**config.mk**
```make
export PLATFORM = sky130hd
export DESIGN_NAME = mem_access_ctrl
export DESIGN_NICKNAME = d
export VERILOG_FILES = /design/src/rtl/mem_access_ctrl.sv
export SDC_FILE = /design/constraint.sdc
export NUM_CORES = 1
export LEC_CHECK = 0
export BUFFER_PORTS_ARGS = -buffer_cell sky130_fd_sc_hd__clkbuf_2
export CAP_MARGIN = 20
export CORE_MARGIN = 2
export CORE_UTILIZATION = 50
export DETAILED_ROUTE_END_ITERATION = 6
export GPL_TIMING_DRIVEN = 0
export PLACE_DENSITY = 0.84
export SYNTH_ARGS = -nofsm -noshare
export SYNTH_HDL_FRONTEND = slang
export SYNTH_SLANG_ARGS = --single-unit
export TNS_END_PERCENT = 100
```
**constraint.sdc**
```tcl
create_clock -name clock -period 9.8 [get_ports clock]
set_clock_uncertainty 0.05 [all_clocks]
set_input_delay 1.96 -clock clock [delete_from_list [all_inputs] [get_ports clock]]
set_output_delay 1.96 -clock clock [all_outputs]
set_load 0.01 [all_outputs]
```
**src/rtl/mem_access_ctrl.sv**
```systemverilog
// Data-memory access controller at the EX/MEM boundary: one SRAM-like bus transaction
// per load/store, EX stall while it is outstanding, aligned/extended load return.
module mem_access_ctrl (
  input  logic        clock,
  input  logic        reset,
  input  logic        MemReqE,
  input  logic        MemWriteE,
  input  logic [1:0]  MemSizeE,
  input  logic        MemSignE,
  input  logic        FlushE,
  input  logic [31:0] ALUOutE,
  input  logic [31:0] WriteDataE,
  output logic        data_req,
  output logic        data_wr,
  output logic [1:0]  data_size,
  output logic [31:0] data_addr,
  output logic [31:0] data_wdata,
  input  logic        data_addr_ok,
  input  logic        data_data_ok,
  input  logic [31:0] data_rdata,
  output logic        MemStallE,
  output logic [31:0] ReadDataM,
  output logic        DoneM,
  output logic        AdelE,
  output logic        AdesE,
  output logic [31:0] BadVAddrE
);

  localparam int          DATALENGTH = 32;
  localparam logic [DATALENGTH-1:0] ZEROWORD = '0;

  localparam logic [1:0] IDLE = 2'd0;
  localparam logic [1:0] REQ  = 2'd1;
  localparam logic [1:0] WAIT = 2'd2;

  logic [1:0]  state;
  logic        memSign;
  logic        kill;
  logic        misaligned;
  logic        accept;
  logic        complete;
  logic        killNow;
  logic [1:0]  sizeNorm;
  logic [31:0] wdataRep;
  logic [7:0]  loadByte;
  logic [15:0] loadHalf;
  logic [31:0] loadExt;

  assign sizeNorm   = (MemSizeE == 2'b11) ? 2'b10 : MemSizeE;
  assign misaligned = ((MemSizeE == 2'b01) & ALUOutE[0]) |
                      (MemSizeE[1] & (ALUOutE[1:0] != 2'b00));

  assign AdelE     = MemReqE & ~MemWriteE & misaligned & ~FlushE;
  assign AdesE     = MemReqE &  MemWriteE & misaligned & ~FlushE;
  assign BadVAddrE = ALUOutE;

  assign accept   = (state == IDLE) & MemReqE & ~FlushE & ~misaligned;
  assign complete = ((state == REQ) & data_addr_ok & data_data_ok) |
                    ((state == WAIT) & data_data_ok);
  // A flush arriving in the completion cycle itself must also squash the retire.
  assign killNow  = kill | FlushE;

  assign MemStallE = accept | (((state == REQ) | (state == WAIT)) & ~complete);

  always_comb begin
    wdataRep = WriteDataE;
    case (sizeNorm)
      2'b00:   wdataRep = {4{WriteDataE[7:0]}};
      2'b01:   wdataRep = {2{WriteDataE[15:0]}};
      default: wdataRep = WriteDataE;
    endcase
  end

  // Lane selection uses the captured address/size, not the live EX fields.
  always_comb begin
    loadByte = data_rdata[7:0];
    case (data_addr[1:0])
      2'b00:   loadByte = data_rdata[7:0];
      2'b01:   loadByte = data_rdata[15:8];
      2'b10:   loadByte = data_rdata[23:16];
      default: loadByte = data_rdata[31:24];
    endcase
    loadHalf = data_addr[1] ? data_rdata[31:16] : data_rdata[15:0];
    case (data_size)
      2'b00:   loadExt = {{24{memSign & loadByte[7]}}, loadByte};
      2'b01:   loadExt = {{16{memSign & loadHalf[15]}}, loadHalf};
      default: loadExt = data_rdata;
    endcase
  end

  always_ff @(posedge clock or posedge reset) begin
    if (reset) begin
      state      <= IDLE;
      data_req   <= 1'b0;
      data_wr    <= 1'b0;
      data_size  <= 2'b00;
      data_addr  <= ZEROWORD;
      data_wdata <= ZEROWORD;
      memSign    <= 1'b0;
      kill       <= 1'b0;
      DoneM      <= 1'b0;
      ReadDataM  <= ZEROWORD;
    end else begin
      DoneM <= 1'b0;
      case (state)
        IDLE: begin
          if (accept) begin
            state      <= REQ;
            data_req   <= 1'b1;
            data_wr    <= MemWriteE;
            data_size  <= sizeNorm;
            memSign    <= MemSignE;
            data_addr  <= ALUOutE;
            data_wdata <= wdataRep;
          end
        end
        REQ: begin
          if (FlushE) kill <= 1'b1;
          if (data_addr_ok) begin
            data_req <= 1'b0;
            state    <= data_data_ok ? IDLE : WAIT;
          end
        end
        WAIT: begin
          if (FlushE) kill <= 1'b1;
          if (data_data_ok) state <= IDLE;
        end
        default: state <= IDLE;
      endcase
      // The bus cannot cancel, so a killed access still drains but never retires.
      if (complete) begin
        kill  <= 1'b0;
        DoneM <= ~killNow;
        if (~killNow & ~data_wr) ReadDataM <= loadExt;
      end
    end
  end

endmodule

```
==> summary.md <==
| Metric | Value |
|---|---|
| CP Launch Type | primary input |
| IO buf count | 240 |
| Asr flop ratio synth | 100.0% |
| Drt via density | 5.249 |
| Synth top area share | 50.96% |
| Hold Crit Depth | 2 |
| Max Slew Vio Count | 0 |
| Warnings, synthesis | 0 |
| Number of flops mapped to enable cells by yosys | 0 |
| Worst-path clk slew | 0.09 ns |
| Row count | 37 |
| H-tree depth | 3 |
| FF+latch area | 0.002628 mm² |
| First-pass GRT wire length | 22.91 mm |
| Fin nets | 853 |
| Total die area | 0.01114 mm² |
| Seq cells post-synth | 105 |
| Worst r2r src | state[1] |
| Status | finished, final reports clean |
| Syn Area/Cell | 10.50 µm² |
| Sequential share of the synthesized area | 50.96% |
| Hold Path Class | register to register |
| Kind of critical path | primary input to output port |
| CP max FO | 10 |
| Mapped Nets | 601 |
| Drt pass-1 iters | 4 |
| Netlist Area Pre-Place | 0.005156 mm² |
| GR Overflow Total | 0 |
| DIE HEIGHT | 105.6 µm |
| Fin crit share | 53.72% |
| Max VDD drop | 0.0001375 V |
| TritonCTS Buffers | 9 |
| Most frequent cells in the layout | clkbuf_2 (240), dfrtp_1 (105), a21oi_1 (58), mux2_2 (51), nand2_1 (47) |
| Arr. time, crit path | 3.25 ns |
| Post CTS Setup Buffer Count | 0 |
| WL final | 14.35 mm |
| Number of hold-repair buffers added at the cts stage | 0 |
| Sequential power share | 39.9% |
| Most common cell after layout, fill and taps aside | clkbuf_2 |
| Synth area leaders | dfrtp_1 (51%), mux2_2 (11%), a21oi_1 (5.6%), mux2i_1 (4.9%), buf_4 (4.7%) |
| CTS Buffer Depth | 2 |
| P_int | 1.168 mW |
| Vias | 4640 |
| Smallest hold slack | 0.4353 ns |
| I/O Pins | 242 |
| Clk network pwr share | 14.8% |
| Placer Congestion | 0.9493 |
| Cells on worst reg2reg path | 7 |
| R2r setup slk | 7.42 ns |
| Start point of the worst hold path | ReadDataM[7] |
| Worst reg2reg path endpoint | ReadDataM[1] |
| Post-route ant nets | 0 |
| Final Util | 66.51% |
| Average wire per standard cell | 16.23 µm |
| Fin crit period | 5.264 ns |
| Endpoints failing setup | 0 |
| Hold worst-path end | ReadDataM[7] |
| N_diodes | 0 |
| GRT Overall Usage | 25.79% |
| DRC violations left | 0 |
| Multi-input gate area | 0.002097 mm² |
| Share of cells above drive strength 1 | 48.93% |
| RSZ-0062 raised after global routing | no |
| Pwr Density | 283.9 mW/mm² |
| Setup_tns | 0 ns |
| Post-DP HPWL | 11.38 mm |
| Main flop type after synthesis | dfrtp_1 |
| CTS root buffer | clkbuf_8 |
| Transition time of the tightest slew-check pin | 0.7362 ns |
| Vias in the first global route | 4761 |
| Switching power | 0.7556 mW |
| Clk_lat worst skew | 0.35 ns |
| CP Capture Type | output port |
| Antenna violations before repair | 0 |
| DR iter-0 viols | 194 |
| Largest area contributor in the netlist | dfrtp_1 |
| Syn Inst Count | 491 |
| Sw Share | 39.29% |
| Filler Cell Count | 799 |
| Post-cts repair resize count | 0 |
| Placeable Area | 0.01018 mm² |
| Req. time, crit path | 7.79 ns |
| Initial Util | 50.63% |
| Comb power frac | 45.2% |
| Final hold vios | 0 |
| Slew HR | 50.47% |
| Synth cell types | 39 |
| CTS Sinks | 105 |
| Largest net degree at the start of global routing | 58 |
| FMAX | 190.0 MHz |
| Max cap viols | 0 |
| Die X | 105.6 µm |
| CTS tree | done |
| Syn-to-layout area delta | 31.38% |
| Pleak | 3.514 nW |
==> routing by layer <==
metal | part of all wire, % | vias up | GRT usage [%]
met5 | 0 | - | 0
met3 | 7.1 | 26 | 5.442
met1 | 40 | 2233 | 31.08
met2 | 51 | 204 | 45.39
li1 | - | 2177 | -
met4 | 2.0 | 0 | 9.586
==> critical path: stages <==
cell,delay [ns]
buf_2,0.19
a21oi_1,0.10
o211ai_2,0.22
buf_2,0.29
buf_2,0.28
nand2_1,0.08
clkbuf_2,0.13
==> stage by stage <==
step / setup WS [ns] / cell area (µm²) / power (mW) / std cells
floorplan: 4.869 / 5156 / 1.273 / 491
global placement: 3.931 / 6528 / 1.604 / 867
detailed placement: 4.503 / 6558 / 1.651 / 868
CTS: 4.501 / 6774 / 1.939 / 884
global route: 4.385 / 6774 / 2.055 / 884
finish: 4.536 / 6774 / 1.923 / 884
==> power groups by stage <==
stage | registers (mW) | logic (mW) | clock network, mW
final | 0.768 | 0.870 | 0.285
after global routing | 0.792 | 0.952 | 0.312
after CTS | 0.767 | 0.878 | 0.294
after detailed placement | 0.775 | 0.876 | 0
after global placement | 0.759 | 0.845 | 0
after floorplan | 0.852 | 0.421 | 0
==> sequential cells by signal, summed over array words and instances, names as in the netlist <==
| signal | flops |
|---|---|
| DoneM | 1 |
| ReadDataM | 32 |
| data_addr | 32 |
| data_req | 1 |
| data_size | 2 |
| data_wdata | 32 |
| data_wr | 1 |
| kill | 1 |
| memSign | 1 |
| state | 2 |
==> cells by family after synthesis <==
kind of cell / after synthesis / share of synthesized area, %
AOI/OAI and AO/OA: 125 / 14.32
buffers and inverters: 70 / 8.372
and+or+nand+nor: 110 / 9.125
adders and majority gates: 4 / 0.9707
DFF: 105 / 50.96
muxes: 77 / 16.26
==> cell type report <==
class	count	share of cell area (%)
timing repair buffer	241	18.14
sequential	105	38.79
clock inverter	3	0.7019
multi-input combinational	316	30.96
tap	136	2.512
clock buffer	13	2.494
inverter	7	0.4248
buffer	63	5.984
==> synth_stat cells (2+ instances only) <==
library cell and instances:
inv_1 7, mux2_2 51, nor2b_1 3, a21o_1 7, o21ai_0 40, nor2_1 38
mux2i_1 25, buf_4 32, a211oi_1 7, ha_1 4, buf_2 15, nand3_1 8
buf_6 4, a221oi_1 2, o21ai_1 3, a21oi_1 58, clkbuf_1 11, nand2_1 47
nand2b_1 5, dfrtp_1 105
==> worst max path at each step <==
stage                start             to  slack (ns)
3_5_place_dp   MemSizeE[1]      MemStallE        4.50
3_3_place_gp         reset  data_addr[31]        3.93
4_1_cts        MemSizeE[1]      MemStallE        4.50
6_report       MemSizeE[1]      MemStallE        4.54
5_1_grt        MemSizeE[1]      MemStallE        4.38
2_1_floorplan  MemSizeE[1]      MemStallE        4.87
Power figures use the tool's default switching activity.
